[src/rtl/mac_pipe_acc.sv]
// mac_pipe_acc: two-stage pipelined multiply-accumulate producing windowed dot products of ACC_LEN pairs
// Ports: clk, rst (async, active-low); in_valid/in_ready/a/b operand handshake; clear aborts the
// current window; out_valid/out_ready/result/overflow result handshake; win_cnt = products summed so far.
// Optional MAC_SAT_EN: saturate the accumulator on overflow instead of wrapping.
module mac_pipe_acc #(
    parameter int DATA_W  = 8,
    parameter int ACC_W   = 24,
    parameter int ACC_LEN = 16,
    parameter int SIGNED  = 0
) (
    input  logic                       clk,
    input  logic                       rst,
    input  logic                       in_valid,
    output logic                       in_ready,
    input  logic [DATA_W-1:0]          a,
    input  logic [DATA_W-1:0]          b,
    input  logic                       clear,
    output logic                       out_valid,
    input  logic                       out_ready,
    output logic [ACC_W-1:0]           result,
    output logic                       overflow,
    output logic [$clog2(ACC_LEN)-1:0] win_cnt
);
    localparam int PW = 2 * DATA_W;
    localparam int CW = $clog2(ACC_LEN);
    logic                 adv, s1_valid, ovf_sticky, ovf_now, last;
    logic [PW-1:0]        prod, prod_u;
    logic signed [PW-1:0] prod_s;
    logic [ACC_W-1:0]     acc, ext, sum, acc_nx;
    logic [ACC_W:0]       sum_w;
`ifdef MAC_SAT_EN
    logic [ACC_W-1:0]     sat_val;
`endif
    assign adv      = ~out_valid | out_ready;
    assign in_ready = adv;
    assign prod_u   = PW'(a) * PW'(b);
    assign prod_s   = PW'($signed(a)) * PW'($signed(b));
    always_comb begin
        ext     = (SIGNED != 0) ? ACC_W'($signed(prod)) : ACC_W'(prod);
        sum_w   = {1'b0, acc} + {1'b0, ext};
        sum     = sum_w[ACC_W-1:0];
        // signed overflow: operands share a sign that the sum does not
        ovf_now = (SIGNED != 0) ? (acc[ACC_W-1] == ext[ACC_W-1]) && (sum[ACC_W-1] != acc[ACC_W-1])
                                : sum_w[ACC_W];
        last    = win_cnt == CW'(ACC_LEN - 1);
`ifdef MAC_SAT_EN
        // overflow direction follows the accumulator sign; unsigned can only overflow upward
        sat_val = (SIGNED != 0) ? {acc[ACC_W-1], {(ACC_W-1){~acc[ACC_W-1]}}} : '1;
        acc_nx  = ovf_sticky ? acc : (ovf_now ? sat_val : sum);
`else
        acc_nx  = sum;
`endif
    end
    always_ff @(posedge clk or negedge rst) begin
        if (!rst) begin
            s1_valid   <= 1'b0;
            prod       <= '0;
            acc        <= '0;
            win_cnt    <= '0;
            ovf_sticky <= 1'b0;
            out_valid  <= 1'b0;
            result     <= '0;
            overflow   <= 1'b0;
        end else if (adv) begin
            s1_valid <= in_valid & ~clear;
            prod     <= (SIGNED != 0) ? prod_s : prod_u;
            if (clear) begin
                acc        <= '0;
                win_cnt    <= '0;
                ovf_sticky <= 1'b0;
            end else if (s1_valid) begin
                if (last) begin
                    result     <= acc_nx;
                    overflow   <= ovf_sticky | ovf_now;
                    acc        <= '0;
                    win_cnt    <= '0;
                    ovf_sticky <= 1'b0;
                end else begin
                    acc        <= acc_nx;
                    win_cnt    <= win_cnt + 1'b1;
                    ovf_sticky <= ovf_sticky | ovf_now;
                end
            end
            // a completion reloads the output; otherwise an advancing stage drains it
            out_valid <= s1_valid & ~clear & last;
        end
    end
endmodule
[config.mk]
export PLATFORM = sky130hd
export DESIGN_NAME = mac_pipe_acc
export DESIGN_NICKNAME = d
export VERILOG_FILES = /design/src/rtl/mac_pipe_acc.sv
export SDC_FILE = /design/constraint.sdc
export NUM_CORES = 1
export LEC_CHECK = 0
export ABC_AREA = 0
export BUFFER_PORTS_ARGS = -buffer_cell sky130_fd_sc_hd__buf_2
export CORE_UTILIZATION = 45
export CTS_CLUSTER_SIZE = 24
export DETAILED_ROUTE_END_ITERATION = 12
export MAX_ROUTING_LAYER = met4
export PLACE_DENSITY = 0.75
export SLEW_MARGIN = 25
export SYNTH_ARGS = -nofsm -noshare
export SYNTH_HDL_FRONTEND = slang
export SYNTH_SLANG_ARGS = --single-unit
[constraint.sdc]
create_clock -name clk -period 3.6 [get_ports clk]
set_clock_uncertainty 0.05 [all_clocks]
set_input_delay 0.72 -clock clk [delete_from_list [all_inputs] [get_ports clk]]
set_output_delay 0.72 -clock clk [all_outputs]
set_load 0.01 [all_outputs]
* After elaboration in Yosys (flattened, before gate mapping)
Index checks and enable logic that the tools add are counted.
Storage, ports and cells: flip-flop bits (word level) 72, input port bits 21, output and inout port bits 31, word-level logic and storage cells 31
Cells by class: $add $sub $neg 2, $mul 1, eq/ne operators 1, muxes and demuxes 9, bitwise logic cells 7, reduce and logical (&&, ||, !) cells 3
Operators by type and width (count):
- two-way mux 24 bit | 3
- adder 24 x 16 -> 25 bit | 1
- multiplier 8 x 8 -> 16 bit | 1
- two-way mux 4 bit | 3
- adder 4 x 1 -> 4 bit (second input constant) | 1
- == test 4 bit (second input constant) | 1
- AND reduction 4 bit | 1
- AND 1 bit | 3
- two-way mux 1 bit | 3
- NOT 1 bit | 2
- OR 1 bit | 2
- AND reduction 2 bit | 1
- nonzero test 2 bit | 1

* Depth between registers and ports, before layout
depth after elaboration 5, mapped depth 17, gate-level depth less buffers 17

* Worst setup path before layout
No wires, ideal clock.
path kind input to register, from input b[7], to register prod[15], setup time 0.142 ns, arrival time 4.297 ns, required time 3.408 ns, setup slack -0.889 ns, cell stages on the path 16, buffers on the path 0, cell sequence nand2_1 > fa_1 > fa_1 > inv_1 > fa_1 > inv_1 > fa_1 > inv_1 > ha_1 > o21a_1 > o31a_1 > o21ai_0 > o21ai_0 > a21oi_1 > xnor2_1 > a21oi_1
On the way: word-level cells in the longest chain between the ends 1
RTL lines:
- from (decl) | RTL line 16 | input logic [DATA_W-1:0] b,
- multiplier 8 x 8 -> 16 bit | RTL line 36 | assign prod_u = PW'(a) * PW'(b);
- to (signal assigned) | RTL line 66 | prod <= (SIGNED != 0) ? prod_s : prod_u;
- to (decl) | RTL line 27 | logic [PW-1:0] prod, prod_u;
Every way passes these cells. A chain may end at the register's enable or synchronous reset.

* Final worst setup path
from input b[2], to register prod[12]
Same word-level chain as after synthesis.

==> flow_summary.yaml <==
hold_path:
  hold_class: "reg -> reg"
  min_path_cells: 2
logic_synthesis:
  synth_xor_area_frac: 0.04858
  synthAdderAreaFrac: 0.2433
  synth_top_family_by_area: "adder cells"
  synth_nets: 715
  synth_simple_gate_area_share: 0.1585
  muxShareOfSynthArea: 0.03687
  synth-seq-cells: 72
  yosys_most_used_dff: "dfrtp_1"
  yosys_warnings: 0
  synth_compound_area_frac: 0.1533
  synth.distinct_cells: 51
  avgSynthCellArea_sq_um: 9.552
  netlist_instances: 604
  synth_seq_area_share: 0.3123
  ys_async_sr_fraction: 1.000
  synth_edf_count: 0
  synth_area_sq_um: 5769
placed_design:
  gp_congestion: 0.8504
  hpwl_mm: 9.843
  port_buffers: 51
  dp_slack_ns: -0.9564
global_route:
  grt_usage: 0.2255
  grt_pass1_vias: 4829
  grt_overflow: 0
  grt_pass1_wl_mm: 22.83
  grt_max_degree: 73
  antenna_found_initial: 0
sta:
  hold_viol_final: 0
  worst-slew-pin-transition_ns: 0.9169
  rsz0062_at_grt: "true"
  max_freq_ghz: 0.2407
  hold_slack_ns: 0.4374
  setup-violations-final: 9
  timing.final.crit_share: 1.154
  relSlewSlack: 0.3887
  slew_viol_final: 0
  tns_ns: -3.435
  period_needed_ns: 4.154
  fin_ws_ns: -0.5538
setup_path:
  worstSetupPathType: "in -> reg"
  slowest_stage: "fa_1"
  critical-path-max-stage-delay_ns: 0.58
  cp_cell_sequence: "buf_12 -> and2_4 -> fa_1 -> fa_2 -> fa_1 -> inv_1 -> fa_1 -> inv_2 -> ha_4 -> o21a_1 -> o21a_1 -> and3_1 -> a211o_1 -> xnor2_1 -> o21ai_1"
  critPathLaunchType: "primary input"
  crit_path_frequent_cell: "fa_1"
  arrival_ns: 4.31
  worstPathRequired_ns: 3.76
  worstPathMaxFanout: 8
  r2r_cells: 8
  crit_path_end_kind: "flop"
cts:
  clkSlewWorstSetupHoldPaths_ns: 0.06
  clk_latency_ns: 0.33
  root_buffer: "clkbuf_16"
  cts.sinks: 72
  max-clock-path-buffers: 2
  cts_tree: "built"
  cts_made_buffers: 9
  htreeDepth: 3
final_layout:
  register_area_sq_um: 1802
  final_common_cell: "dfrtp_1"
  multi_input_comb_area_sq_um: 3970
  diodes: 0
  layout-drive-gt1-share: 0.2859
  n_fill_cell: 1011
  syn_to_final_growth_pct: 27.91
  nNetsFinal: 817
  utilization: 0.6018
  final_cell_mix: "72 x dfrtp_1, 55 x nand2_1, 53 x buf_4"
routing:
  dr.first_iter.drc_count: 383
  route.detailed.drc: 0
  first_pass_iters: 6
  routed_wl_mm: 13.52
  routed_via_density: 5.465
  num_vias: 4798
  antenna_left: 0
  wire_per_inst_um: 15.39
power_and_ir_drop:
  irDropWorstVdd_v: 0.0003350
  cellPowerDensity_nw_per_um2: 595.3
  power.leakage_nw: 3.753
die:
  fp.coreArea_sq_um: 12260
  die_area_sq_um: 13280
  die_x_um: 115.2
  fp.dieH_um: 115.2
  num_io_pins: 52
  initial_core_util: 0.4705
  fp-row-count: 40
flow_run:
  drv_cap: 0
run_status:
  violations: "setup timing"
  status: "finished, violations left"
flip-flops by register name, indices dropped and copies added (netlist names):
register and count:
ovf_sticky 1, overflow 1, win_cnt 4, prod 16, s1_valid 1, acc 24
out_valid 1, result 24
synthesized netlist by cell type (2+ instances only):
cell | number | area [sq um]
nand3_1 | 13 | 65.06
a22o_1 | 17 | 148.9
buf_2 | 6 | 30.03
a21o_1 | 12 | 90.09
nor2_1 | 29 | 108.9
a211oi_1 | 3 | 22.52
a21oi_1 | 41 | 205.2
and2_1 | 50 | 312.8
dfrtp_1 | 72 | 1802
a31oi_1 | 6 | 37.54
clkbuf_1 | 8 | 30.03
o31ai_1 | 3 | 22.52
nor2b_1 | 5 | 31.28
o21a_1 | 5 | 37.54
o21ai_0 | 32 | 160.2
o21ai_1 | 2 | 10.01
nand2b_1 | 2 | 12.51
o31a_1 | 2 | 17.52
or3_1 | 4 | 25.02
nand3b_1 | 2 | 15.01
o211ai_1 | 3 | 22.52
xnor2_1 | 15 | 131.4
inv_1 | 53 | 198.9
ha_1 | 53 | 663.1
nand4_1 | 3 | 18.77
nand2_1 | 63 | 236.5
xor2_1 | 17 | 148.9
buf_1 | 2 | 7.510
or4_1 | 2 | 15.01
mux2_2 | 18 | 202.7
and3_1 | 5 | 31.28
fa_1 | 37 | 740.7
repair_timing:
item,4_1_cts,5_1_grt
hold buffers,0,0
gates resized for setup,66,23
endpoints found under the setup margin,9,9
pin swaps,54,23
buffers inserted,4,4
report_power, final:
part	switching (W)	internal (W)
Sequential	0.0000780	0.000929
Clock	0.000331	0.000741
Combinational	0.00122	0.00110
worst max-delay path: cells and delay by family:
kind | cells | cell delay [ns]
AOI/OAI and AO/OA | 4 | 0.68
xor gates and xnor gates | 1 | 0.15
adders and majority gates | 5 | 2.22
buffers and inverters | 3 | 0.21
and+or+nand+nor | 2 | 0.32
worst paths after layout:
| check | start | endpoint | slack, ns |
|---|---|---|---|
| min in group asynchronous | rst | result[1]$_DFFE_PN0P_ | 0.54 |
| min | prod[0]$_DFFE_PN0N_ | prod[0]$_DFFE_PN0N_ | 0.44 |
| max reg2reg | prod[0]$_DFFE_PN0N_ | result[12]$_DFFE_PN0P_ | 0.69 |
| max | b[2] | prod[12]$_DFFE_PN0N_ | -0.55 |
| max in group asynchronous | rst | result[6]$_DFFE_PN0P_ | 2.33 |
| min reg2reg | prod[0]$_DFFE_PN0N_ | prod[0]$_DFFE_PN0N_ | 0.44 |
cell type report:
cell class	count	area share
clock buffers	9	0.03052
clock inverters	6	0.01797
inverters	53	0.02696
multi-input cells	462	0.5380
flip-flops and latches	72	0.2442
well taps	168	0.02848
repair buffers	108	0.1139
cells by family after synthesis:
group | Yosys count
flops | 72
simple gates | 183
buf+inv | 70
xor+xnor | 32
compound gates | 138
mux | 19
fa+ha+maj | 90
metal layers:
metal  share of wire  vias to the layer above  GRT usage
met4           0.022                        0    0.07619
met5               0                        -          -
met1            0.45                     2368     0.2933
met2            0.49                      123     0.3679
met3           0.039                       25    0.02425
li1                -                     2282          -
through the flow:
stage          total power, W  std cells  cell area [sq um]
6_report             0.004393        878               7380
5_1_grt              0.004708        878               7380
4_1_cts              0.004294        874               7241
3_5_place_dp         0.003077        855               6644
3_3_place_gp         0.003023        855               6644
2_1_floorplan        0.002482        604               5876
No activity file was read; power rests on OpenSTA's default activity.
